===== src/rtl/tsens_pkg.sv =====
// tsens_pkg: shared types, default sizes and helpers for the temperature-sensor readout.
package tsens_pkg;

    typedef enum logic [1:0] {
        IDLE,
        MEASURE,
        ACCUM,
        PRESENT
    } state_t;

    localparam int CNT_W_DEF   = 12;
    localparam int TIMEOUT_DEF = 4000;

    // Averaging accumulator must hold 2**avg_log2 full-scale samples without overflow.
    function automatic int acc_width(input int cnt_w, input int avg_log2);
        return cnt_w + avg_log2;
    endfunction

endpackage


===== src/rtl/tsens_sync.sv =====
// tsens_sync: STAGES-flop synchronizer for an asynchronous level, reset to 0.
//   clk   in  system clock
//   reset in  asynchronous active-high reset
//   d     in  asynchronous input
//   q     out synchronized output
module tsens_sync #(
    parameter int STAGES = 2
) (
    input  logic clk,
    input  logic reset,
    input  logic d,
    output logic q
);

    logic [STAGES-1:0] s;

    always_ff @(posedge clk or posedge reset)
        if (reset) s <= '0;
        else       s <= {s[STAGES-2:0], d};

    assign q = s[STAGES-1];

endmodule


===== src/rtl/tsens_readout.sv =====
// tsens_readout: times the sensor charge window (meas_en rise to comparator trip) and presents the count over valid/ready.
//   clk, reset        clock, asynchronous active-high reset
//   meas_en           measurement window from the controller (clk-synchronous)
//   cmp               raw asynchronous comparator output
//   clr_flags         pulse clearing the sticky flags
//   out_ready         host accepts out_data
//   out_valid/out_data result handshake (CNT_W-bit temperature code)
//   out_ovf, err_abort, err_overrun  sticky error flags
//   busy              high while measuring or accumulating
// Optional averaging over 2**AVG_LOG2 samples is enabled by defining TSENS_AVG_EN.
module tsens_readout
    import tsens_pkg::*;
#(
    parameter int CNT_W       = CNT_W_DEF,
    parameter int TIMEOUT     = TIMEOUT_DEF,
    parameter int AVG_LOG2    = 2,
    parameter int SYNC_STAGES = 2
) (
    input  logic             clk,
    input  logic             reset,
    input  logic             meas_en,
    input  logic             cmp,
    input  logic             clr_flags,
    input  logic             out_ready,
    output logic             out_valid,
    output logic [CNT_W-1:0] out_data,
    output logic             out_ovf,
    output logic             err_abort,
    output logic             err_overrun,
    output logic             busy
);

    localparam logic [CNT_W-1:0] TO = CNT_W'(TIMEOUT);

    state_t           state;
    logic             cmp_s;
    logic             meas_q;
    logic             meas_rise;
    logic             timeout;
    logic [CNT_W-1:0] cnt;
    logic [CNT_W-1:0] sample;
    logic             ovf_set;
    logic             abort_set;
    logic             overrun_set;

    tsens_sync #(.STAGES(SYNC_STAGES)) u_cmp_sync (
        .clk  (clk),
        .reset(reset),
        .d    (cmp),
        .q    (cmp_s)
    );

    assign meas_rise   = meas_en & ~meas_q;
    assign timeout     = cnt == TO;
    assign ovf_set     = state == MEASURE && !cmp_s && timeout;
    assign abort_set   = state == MEASURE && !cmp_s && !timeout && !meas_en;
    assign overrun_set = state == PRESENT && meas_rise;

`ifdef TSENS_AVG_EN
    localparam int AW = acc_width(CNT_W, AVG_LOG2);
    logic [AW-1:0]       acc;
    logic [AW-1:0]       acc_next;
    logic [AVG_LOG2-1:0] idx;
    assign acc_next = acc + {{AVG_LOG2{1'b0}}, sample};
`endif

    always_ff @(posedge clk or posedge reset)
        if (reset) begin
            state       <= IDLE;
            meas_q      <= 1'b1; // a meas_en already high at reset release is not an edge
            cnt         <= '0;
            sample      <= '0;
            out_data    <= '0;
            out_valid   <= 1'b0;
            out_ovf     <= 1'b0;
            err_abort   <= 1'b0;
            err_overrun <= 1'b0;
            busy        <= 1'b0;
`ifdef TSENS_AVG_EN
            acc         <= '0;
            idx         <= '0;
`endif
        end else begin
            meas_q      <= meas_en;
            out_ovf     <= ovf_set     | (out_ovf     & ~clr_flags);
            err_abort   <= abort_set   | (err_abort   & ~clr_flags);
            err_overrun <= overrun_set | (err_overrun & ~clr_flags);
            case (state)
                IDLE:
                    if (meas_rise) begin
                        cnt   <= '0;
                        state <= MEASURE;
                        busy  <= 1'b1;
                    end
                MEASURE: begin
                    cnt <= cnt + 1'b1;
                    // On timeout cnt equals TIMEOUT, so cnt is the sample in both cases.
                    if (cmp_s || timeout) begin
                        sample <= cnt;
                        state  <= ACCUM;
                    end else if (!meas_en) begin
                        state <= IDLE;
                        busy  <= 1'b0;
                    end
                end
                ACCUM: begin
                    busy <= 1'b0;
`ifdef TSENS_AVG_EN
                    idx <= idx + 1'b1;
                    if (&idx) begin
                        acc       <= '0;
                        out_data  <= acc_next[AW-1:AVG_LOG2];
                        out_valid <= 1'b1;
                        state     <= PRESENT;
                    end else begin
                        acc   <= acc_next;
                        state <= IDLE;
                    end
`else
                    out_data  <= sample;
                    out_valid <= 1'b1;
                    state     <= PRESENT;
`endif
                end
                PRESENT:
                    if (out_ready) begin
                        out_valid <= 1'b0;
                        state     <= IDLE;
                    end
            endcase
        end

endmodule


===== config.mk =====
export PLATFORM = sky130hd
export DESIGN_NAME = tsens_readout
export DESIGN_NICKNAME = d
export VERILOG_FILES = /design/src/rtl/tsens_pkg.sv /design/src/rtl/tsens_sync.sv /design/src/rtl/tsens_readout.sv
export SDC_FILE = /design/constraint.sdc
export NUM_CORES = 1
export LEC_CHECK = 0
export CAP_MARGIN = 20
export CORE_UTILIZATION = 59
export CTS_CLUSTER_SIZE = 25
export DETAILED_ROUTE_END_ITERATION = 7
export PLACE_DENSITY_LB_ADDON = 0.05
export SETUP_SLACK_MARGIN = 0.1
export SLEW_MARGIN = 15
export SYNTH_ARGS = -nofsm -noshare
export SYNTH_HDL_FRONTEND = slang
export SYNTH_SLANG_ARGS = --single-unit

===== constraint.sdc =====
create_clock -name clk -period 4 [get_ports clk]
set_clock_uncertainty 0.05 [all_clocks]
set_input_delay 1.2 -clock clk [delete_from_list [all_inputs] [get_ports clk]]
set_output_delay 1.2 -clock clk [all_outputs]
set_load 0.05 [all_outputs]

==> summary.md, run 1 <==
| Metric | Value |
|---|---|
| Inst Count DP | ~240 |
| # rows | 21 |
| Synth-to-Final Area Change | 18.97% |
| Pins Over Slew Limit | 0 |
| Final Cycle Share | roughly 70% |
| M3 GR Usage | 6.832% |
| Clock sinks | 46 |
| Top post-synthesis cells by area | dfrtp_1, mux2_2, mux2_4 |
| Synth Flop Type | dfrtp_1 |
| Vias in the first global route | 1264 |
| Comb pwr share | 39.2% |
| GR Layer Usage met2 | between 30% and 40% |
| Pint | 0.001077 W |
| Ant. Diodes | 0 |
| Final hold slack | approximately 320 ps |
| Post-route ant nets | 0 |
| WL per Instance | roughly 16 um |
| Status | finished clean |
| Final Hold Violating Endpoints | 0 |
| Worst-path maximum fanout | 2 |
| FF+latch count, synth | 46 |
| Crit path capture type | output port |
| Layer with the highest usage | met2 |
| WP data required | ~2800 ps |
| H-tree depth | 2 |
| Peak supply drop | ~360 uV |
| Vias per cell | 5.644 |
| Hold Crit Start | u_cmp_sync.s[0] |
| Pre-CTS setup slack | around 960 ps |
| PortBufs | 22 |
| 1st-iter DRT viols | 66 |
| Commonest non-fill, non-tap cell in the layout | dfrtp_1 |
| CTS tree | built |
| DP Area | around 0.0024 mm^2 |
| Net Sw Frac | 38.23% |
| DP HPWL | ~2.8 mm |
| Yosys top cell area share | a little over half |
| Yosys warns | 0 |
| Min-Delay Path Class | reg2reg |
| Non-Filler Instances | around 250 |
| Share of cells above drive strength 1 | a little under a fifth |
| Fmax | 354.8 MHz |
| Clock buffer depth | 2 |
| Total negative setup slack | 0 ps |
| Syn_area_per_cell | roughly 12 um^2 |
| Design area | between 0.002 and 0.003 mm^2 |
| Final Routed Wirelength | a little under 4 mm |
| Slew at the pin closest to its max-slew limit | 818.9 ps |
| Synth async-reset ratio | 100.0% |
| Clock share of power | between 15 and 20% |
| GRT Total Usage | about a quarter |
| Setup ws final | between 1000 and 1500 ps |
| Post-synthesis sequential area ratio | a little over half |
| Worst relative slew slack | between 40% and 50% |
| Sequence of cells on the critical path | clkdlybuf4s50_1 |
| Synth Instances | approximately 170 |
| GRT overflow | 0 |
| CTS Root Buffer Type | clkbuf_4 |
| RSZ-0062 raised after global routing | false |
| Synth unique cells | 34 |
| Crit-path slowest cell | clkdlybuf4s50_1 |
| Hold path cells | 0 |
| Die Ht | between 60 and 70 um |
| CORE AREA | roughly 0.0034 mm^2 |
| Filler cells | around 220 |
| Switch Pwr | between 0.0006 and 0.0007 W |
| Area leader, netlist | dfrtp_1 |
| Post-synth EDFFs | 0 |
| Largest net degree at the start of global routing | 29 |
| Startpoint types | flop |
| CTS Buf Count | 5 |
| Register clock-pin slew on the reported worst setup and hold paths | between 100 and 150 ps |
| Most frequent cells in the layout | dfrtp_1, clkdlybuf4s50_1, mux2_2, inv_1, nand2_1 |
| # DRC | 0 |
| First-pass GRT wire length | 6.327 mm |
| CP delay by family, top | buffers and inverters |
| CP Data Arrival Time | approximately 1600 ps |
| Die area | between 0.003 and 0.004 mm^2 |
| Final setup vio count | 0 |
| Ports | 23 |
| Crit Path Category | reg2out |
| Horiz. Die Dim | approximately 62 um |
| CP max stage delay | 810 ps |
| Tmin final | 2818 ps |
| Post-CTS resize count | 0 |
| Post-CTS setup buffers | 0 |
| Crit path from | out_data[6] |
| # nets final | 213 |
| Worst path buffer plus inverter count | 1 |
| Initial antenna violation count | 0 |
| Static Leak | approximately 1.1 nW |
| Post-cts hold buffer count | 0 |
| Initial core utilization | between 60% and 70% |
| GP Congestion | a little under 0.9 |
| Mapped Nets | between 150 and 200 |
| Sequential power share | a little over 40% |
| First drt pass iteration count | 4 |
| Reg2Reg Depth | 6 |
| Synthesized area | around 0.0021 mm^2 |
| Vias post-DR | 1394 |
| Worst skew pair latency | around 370 ps |
| Max cap viols | 0 |
| Grt met1 use | roughly a third |
| Levels on crit path | 1 |
| Pwr/cell area | around 690 mW/mm^2 |
## metrics by stage
step | utilization [%] | total power [W]
floorplan | - | 0.001203
global placement | 70.14 | 0.001370
detailed placement | 70.14 | 0.001400
CTS | 73.27 | 0.001743
global route | 74.09 | 0.001846
finish | 74.09 | 0.001743
## layout make-up
| cell class | count | area, um^2 | area share, % |
|---|---|---|---|
| Sequential cell | 46 | 1152 | 45.89 |
| Multi-Input combinational cell | 108 | 883.3 | 35.18 |
| Timing Repair Buffer | 24 | 255.2 | 10.16 |
| Clock inverter | 3 | 68.82 | 2.740 |
| Tap cell | 46 | 57.56 | 2.292 |
| Inverter | 15 | 56.30 | 2.242 |
| Clock buffer | 5 | 37.54 | 1.495 |
## power groups by stage
stage	sequential, W	clock, W	combinational (W)
after detailed placement	0.000722	0	0.000678
final	0.000713	0.000346	0.000684
after global placement	0.000711	0	0.000659
after global routing	0.000732	0.000368	0.000746
after floorplan	0.000838	0	0.000365
after CTS	0.000711	0.000349	0.000683
## metal layers
layer	vias to the layer above	wire (um)
met5	-	0
met4	0	86
met3	9	163
met2	35	1785
met1	679	1831
li1	671	-
## cell families after synthesis
kind of cell             after synthesis  share of synthesized area, %
flip-flops                            46                         54.59
AND/OR/NAND/NOR                       40                         10.91
AO/OA/AOI/OAI                         31                         10.14
multiplexers                          27                         15.41
buffers and inverters                 18                         3.557
adder cells (fa/ha/maj)                7                         4.149
XOR/XNOR                               3                         1.245
## synthesized netlist by cell type (3+ instances only)
master    count
dfrtp_1      45
mux2_2       16
inv_1        15
nand2_1      11
a21oi_1       8
ha_1          7
mux2_4        7
nand2b_1      7
nor2_1        5
o21ai_0       5
a211oi_1      4
mux2i_1       4
a32o_1        3
nand3_1       3
nand4_1       3
o31ai_1       3
xnor2_1       3
## worst paths after layout
path	slack (ps)	to
min in group asynchronous	1010	out_data[4]
max in group asynchronous	2370	out_data[9]
worst max register to register	1690	cnt[9]
worst max-delay path	1180	out_data[6]
worst min register to register	320	u_cmp_sync.s[1]
worst min-delay path	320	u_cmp_sync.s[1]
## flip-flops by register name, indices dropped and copies added, names as in the netlist, named ones only
signal,count
cnt,12
out_data,12
sample,12
u_cmp_sync.s,2
busy,1
err_abort,1
err_overrun,1
meas_q,1
out_ovf,1
out_valid,1
state,1
Note: power is estimated with default switching activity, not from simulation.
==> run 2, diff against run 1 <==
--- a/config.mk
+++ b/config.mk
@@ -6,7 +6,7 @@
 export NUM_CORES = 1
 export LEC_CHECK = 0
 export CAP_MARGIN = 20
-export CORE_UTILIZATION = 59
+export CORE_UTILIZATION = 55
 export CTS_CLUSTER_SIZE = 25
 export DETAILED_ROUTE_END_ITERATION = 7
 export PLACE_DENSITY_LB_ADDON = 0.05
==> constraint.sdc (replaced) <==
create_clock -name clk -period 2.95 [get_ports clk]
set_clock_uncertainty 0.05 [all_clocks]
set_input_delay 0.885 -clock clk [delete_from_list [all_inputs] [get_ports clk]]
set_output_delay 0.885 -clock clk [all_outputs]
set_load 0.05 [all_outputs]
==> summary.md, run 2 (synthesis gave the netlist of run 1 again) <==
| Metric | Value |
|---|---|
| Largest regs | cnt: 12 flops, out_data: 12 flops, sample: 12 flops |
| Hold Path Sink | u_cmp_sync.s[1] |
| CP max stage delay | 620 ps |
| GRT overflow | 0 |
| Worst skew pair latency | 290 ps |
| Vias in the first global route | ~1300 |
| Reg2Reg Depth | 6 |
| Die Ht | roughly 64 um |
| Clock sinks | 46 |
| Post-CTS resize count | 0 |
| Hold path cells | 0 |
| GRT Total Usage | between 20 and 25% |
| Crit-path slowest cell | clkdlybuf4s50_1 |
| Post-route ant nets | 0 |
| Final Routed Wirelength | between 3 and 4 mm |
| Register clock-pin slew on the reported worst setup and hold paths | 80 ps |
| Fmax | ~400 MHz |
| Largest net degree at the start of global routing | 47 |
| Utilization after layout | slightly below 70% |
| RR Startpoint | state[0] |
| Initial core utilization | between 50% and 60% |
| Slew at the pin closest to its max-slew limit | 803.8 ps |
| Synth-to-Final Area Change | 20.21% |
| RSZ-0062 raised after global routing | false |
| WL per Instance | between 15 and 20 um |
| CTS Buf Count | 5 |
| R2R Setup Slk | between 700 and 800 ps |
| Post-CTS setup buffers | 0 |
| 1st-iter DRT viols | 60 |
| # DRC | 0 |
| Max cap viols | 0 |
| Tmin final | about 2500 ps |
| CORE AREA | roughly 0.0037 mm^2 |
| First-pass GRT wire length | about 6.6 mm |
| # rows | 22 |
| Crit path capture type | flop |
| Most frequent cells in the layout | dfrtp_1, clkdlybuf4s50_1, mux2_2, inv_1, nand2_1 |
| WP data required | approximately 3100 ps |
| DP HPWL | 2.728 mm |
| PortBufs | 22 |
| Share of cells above drive strength 1 | a little under a fifth |
| Startpoint types | input pin |
| Pwr/cell area | slightly below 1000 mW/mm^2 |
| # nets final | between 200 and 250 |
| Final Cycle Share | between 80% and 90% |
| Multi-input logic area | between 800 and 900 um^2 |
| Pins Over Slew Limit | 0 |
| Vias post-DR | between 1000 and 1500 |
| Post-cts hold buffer count | 0 |
| Hold Crit Start | u_cmp_sync.s[0] |
| Register area | around 0.0012 mm^2 |
| Filler cells | about 250 |
| Vias per cell | between 5 and 6 |
| CP Data Arrival Time | between 2000 and 3000 ps |
| First drt pass iteration count | 4 |
| GP Congestion | about 0.83 |
| CTS Root Buffer Type | clkbuf_8 |
| Ports | 23 |
| Initial antenna violation count | 0 |
| Status | finished clean |
| Peak supply drop | between 700 and 800 uV |
| Die area | slightly above 0.004 mm^2 |
| Final setup vio count | 0 |
| Min-Delay Path Class | reg2reg |
| RR Endpoint | cnt[11] |
| Static Leak | roughly 1.2 nW |
| CTS tree | built |
| Total negative setup slack | 0 ps |
| Crit Path Category | in2reg |
| Total Power | 0.002457 W |
| Worst relative slew slack | 46.41% |
| Final Hold Violating Endpoints | 0 |
| H-tree depth | 2 |
| Commonest non-fill, non-tap cell in the layout | dfrtp_1 |
| Ant. Diodes | 0 |
| Sequence of cells on the critical path | clkdlybuf4s50_1 > nand3b_1 > a21o_1 > or4_1 > a21oi_1 |
| Clock buffer depth | 2 |
| Horiz. Die Dim | roughly 64 um |
| Worst-path maximum fanout | 8 |
-- run 2: changes by cell type in the layout (fill, tap and decap cells not counted) --
cell / change
buf_4: +2
clkbuf_8: +6
clkbuf_4: -5
clkinv_4: -1
buf_16: -1
-- run 2: final cells by class --
type                       count  area share (%)
tap                           48           2.367
inverter                      15           2.219
clock inverter                 2           2.367
sequential                    46           45.41
multi-input combinational    108           34.81
timing repair buffer          25           9.566
clock buffer                   6           3.254
-- run 2: how the worst max path moves through the flow --
stage | from | to | slack, ps | cells past startpoint
detailed placement | meas_en | cnt[11] | 170 | 5
global route | meas_en | cnt[11] | 340 | 5
CTS | meas_en | cnt[11] | 460 | 5
floorplan | reset | asynchronous set/reset pin | 930 | 1
finish | meas_en | cnt[11] | 450 | 5
global placement | meas_en | cnt[9] | 270 | 5
-- run 2: power breakdown --
group	switching (W)	total (W)	internal, W	leakage, nW
Combinational	0.000531	0.000928	0.000397	0.481
Sequential	0.000163	0.000967	0.000804	0.607
Clock	0.000201	0.000562	0.000361	0.0714
Total	0.000895	0.00246	0.00156	1.16
-- run 2: per-stage QoR --
stage,std cells,hold slack (ps),setup WS [ps],instance area [um^2]
after floorplan,172,281.2,928.9,2111
after global placement,242,293.4,271.7,2395
after global routing,250,308.5,340.6,2537
after detailed placement,242,286.3,167.0,2395
final,250,301.9,447.4,2537
after CTS,250,305.2,458.3,2537
-- run 2: layer usage --
metal | vias up | GRT usage (%) | part of all wire, %
li1 | 668 | - | -
met1 | 675 | 31.18 | 50
met2 | 22 | 32.71 | 47
met3 | 5 | 3.750 | 2.4
met4 | 0 | 6.818 | 1.2
met5 | - | 0 | 0
-- run 2: worst max-delay path: cells and delay by family --
family / cells / cell delay, ps
AO/OA/AOI/OAI: 2 / 440
buffers and inverters: 1 / 620
AND/OR/NAND/NOR: 2 / 720
==> run 3, diff against run 2 <==
--- a/config.mk
+++ b/config.mk
@@ -6,7 +6,7 @@
 export NUM_CORES = 1
 export LEC_CHECK = 0
 export CAP_MARGIN = 20
-export CORE_UTILIZATION = 55
+export CORE_UTILIZATION = 50
 export CTS_CLUSTER_SIZE = 25
 export DETAILED_ROUTE_END_ITERATION = 7
 export PLACE_DENSITY_LB_ADDON = 0.05
==> constraint.sdc (replaced) <==
create_clock -name clk -period 2.02 [get_ports clk]
set_clock_uncertainty 0.05 [all_clocks]
set_input_delay 0.606 -clock clk [delete_from_list [all_inputs] [get_ports clk]]
set_output_delay 0.606 -clock clk [all_outputs]
set_load 0.05 [all_outputs]
==> summary.md, run 3 (synthesis gave the netlist of run 1 again) <==
| Metric | Value |
|---|---|
| Min-Delay Path Class | reg2reg |
| Die Ht | around 67 um |
| Filler cells | between 200 and 300 |
| Commonest non-fill, non-tap cell in the layout | dfrtp_1 |
| GP Congestion | between 0.8 and 0.9 |
| Clock sinks | between 40 and 50 |
| Utilization after layout | between 60% and 70% |
| Static Leak | ~1.3 nW |
| CTS Buf Count | 5 |
| Final setup vio count | 0 |
| First-pass GRT wire length | between 6 and 7 mm |
| Ant. Diodes | 0 |
| Slew at the pin closest to its max-slew limit | 579.6 ps |
| CP Data Arrival Time | a little over 2000 ps |
| Initial core utilization | between 50% and 60% |
| Peak supply drop | 634.0 uV |
| M1 WL | a little under 2 mm |
| Status | finished clean |
| 1st-iter DRT viols | between 70 and 80 |
| WL per Instance | 14.97 um |
| Total Power | approximately 0.0036 W |
| Final Cycle Share | between 90% and 100% |
| H-tree depth | 2 |
| R2R Setup Slk | ~170 ps |
| GRT overflow | 0 |
| Fmax | between 500 and 600 MHz |
| Die area | roughly 0.0045 mm^2 |
| DP Area | between 0.002 and 0.003 mm^2 |
| Initial antenna violation count | 0 |
| Startpoint types | flop |
| Worst path buffer plus inverter count | 2 |
| # nets final | roughly 240 |
| # rows | 23 |
| DP HPWL | around 3.2 mm |
| # DRC | 0 |
| Synth-to-Final Area Change | 26.73% |
| Worst relative slew slack | between 60% and 70% |
| CP max stage delay | around 400 ps |
| Tmin final | approximately 1900 ps |
| Largest net degree at the start of global routing | 25 |
| Top layer reached by signal wires | met4 |
| RSZ-0062 raised after global routing | true |
| Horiz. Die Dim | roughly 67 um |
| Crit-path slowest cell | dfrtp_1 |
| Max cap viols | 0 |
| Worst skew pair latency | roughly 290 ps |
| GRT Total Usage | a little over a fifth |
| Worst-path maximum fanout | 5 |
| Multi-input logic area | approximately 900 um^2 |
| Largest regs | cnt: 12 flops, out_data: 12 flops, sample: 12 flops |
| Share of cells above drive strength 1 | 37.22% |
| Met3 routed WL | approximately 170 um |
| Crit Path Category | reg2reg |
| Sequence of cells on the critical path | inv_2 > ha_2 > nand2b_1 > a21o_1 > buf_4 > or3_1 > a21oi_1 |
| CP delay by family, top | simple AND/OR/NAND/NOR gates |
| CORE AREA | 0.004029 mm^2 |
| CTS Root Buffer Type | clkbuf_8 |
| Post-cts hold buffer count | 0 |
| Vias per cell | ~5.3 |
| Register clock-pin slew on the reported worst setup and hold paths | about 90 ps |
| Vias post-DR | between 1000 and 1500 |
| Pins Over Slew Limit | 0 |
| Design area | between 0.002 and 0.003 mm^2 |
| Clock buffer depth | 2 |
| Crit path capture type | flop |
| Vias in the first global route | between 1000 and 1500 |
| Ports | 23 |
| PortBufs | 22 |
| Final Routed Wirelength | a little over 4 mm |
| WP data required | 2190 ps |
| CTS tree | built |
| Met2 routed WL | 1.931 mm |
| Final Hold Violating Endpoints | 0 |
| Post-route ant nets | 0 |
| Pwr/cell area | between 1000 and 1500 mW/mm^2 |
| Most frequent cells in the layout | dfrtp_1, buf_4, mux2_2, inv_1, nand2_1 |
| Total negative setup slack | 0 ps |
| Register area | about 0.0012 mm^2 |
| First drt pass iteration count | 4 |
==> run 3: changes by cell type in the layout (fill, tap and decap cells not counted), moves of 2 or more <==
cell / before / now
clkinvlp_4: 0 / 2
buf_12: 0 / 2
buf_4: 3 / 39
inv_2: 0 / 2
inv_1: 14 / 12
clkdlybuf4s50_1: 22 / 4
==> run 3: worst reg2reg max path, cell delays in order, from the launching register on <==
cell and delay (ps):
dfrtp_1 400, inv_2 70, ha_2 190, nand2b_1 160, a21o_1 240, buf_4 150
or3_1 340, a21oi_1 170
==> run 3: final cells by class <==
type	count	area share, %
timing repair buffer	46	14.41
tap	50	2.339
inverter	15	2.105
multi-input combinational	108	33.82
sequential	46	43.08
clock inverter	3	1.684
clock buffer	5	2.572
==> run 3: through the flow <==
step	worst slack (ps)	instances	hold slack [ps]
after floorplan	122.8	172	281.2
after global placement	-151.7	263	293.3
after detailed placement	-218.7	263	285.5
after CTS	104.9	272	305.5
after global routing	61.94	273	308.0
final	169.0	273	304.6
==> run 3: report_power, final <==
part	internal [W]	switching [W]	leakage, nW
Combinational	0.000709	0.000895	0.634
Clock	0.000368	0.000309	0.0504
Sequential	0.00118	0.000164	0.607
Total	0.00225	0.00137	1.29
==> run 3: worst paths after layout <==
check / startpoint / end / depth (start not counted)
setup reg to reg: flop / cnt[7] / 7
hold reg to reg: u_cmp_sync.s[0] / u_cmp_sync.s[1] / 0
min in group asynchronous: reset / busy / 2
setup / recovery: flop / cnt[7] / 7
hold / removal: u_cmp_sync.s[0] / u_cmp_sync.s[1] / 0
max in group asynchronous: reset / sample[3] / 3
==> run 3: repair_timing <==
action | in CTS | in global routing
endpoints found under the setup margin | 1 | 7
endpoints found under the hold margin | 0 | 0
buffers inserted | 1 | 1
resized for setup | 0 | 8
pin swaps | 2 | 3
gates cloned | 0 | 0
==> run 3: layer usage <==
layer  vias up  GRT usage (%)
li1        711              -
met1       703          30.14
met2        27          32.83
met3         4          4.110
met4         0          6.383
met5         -              0
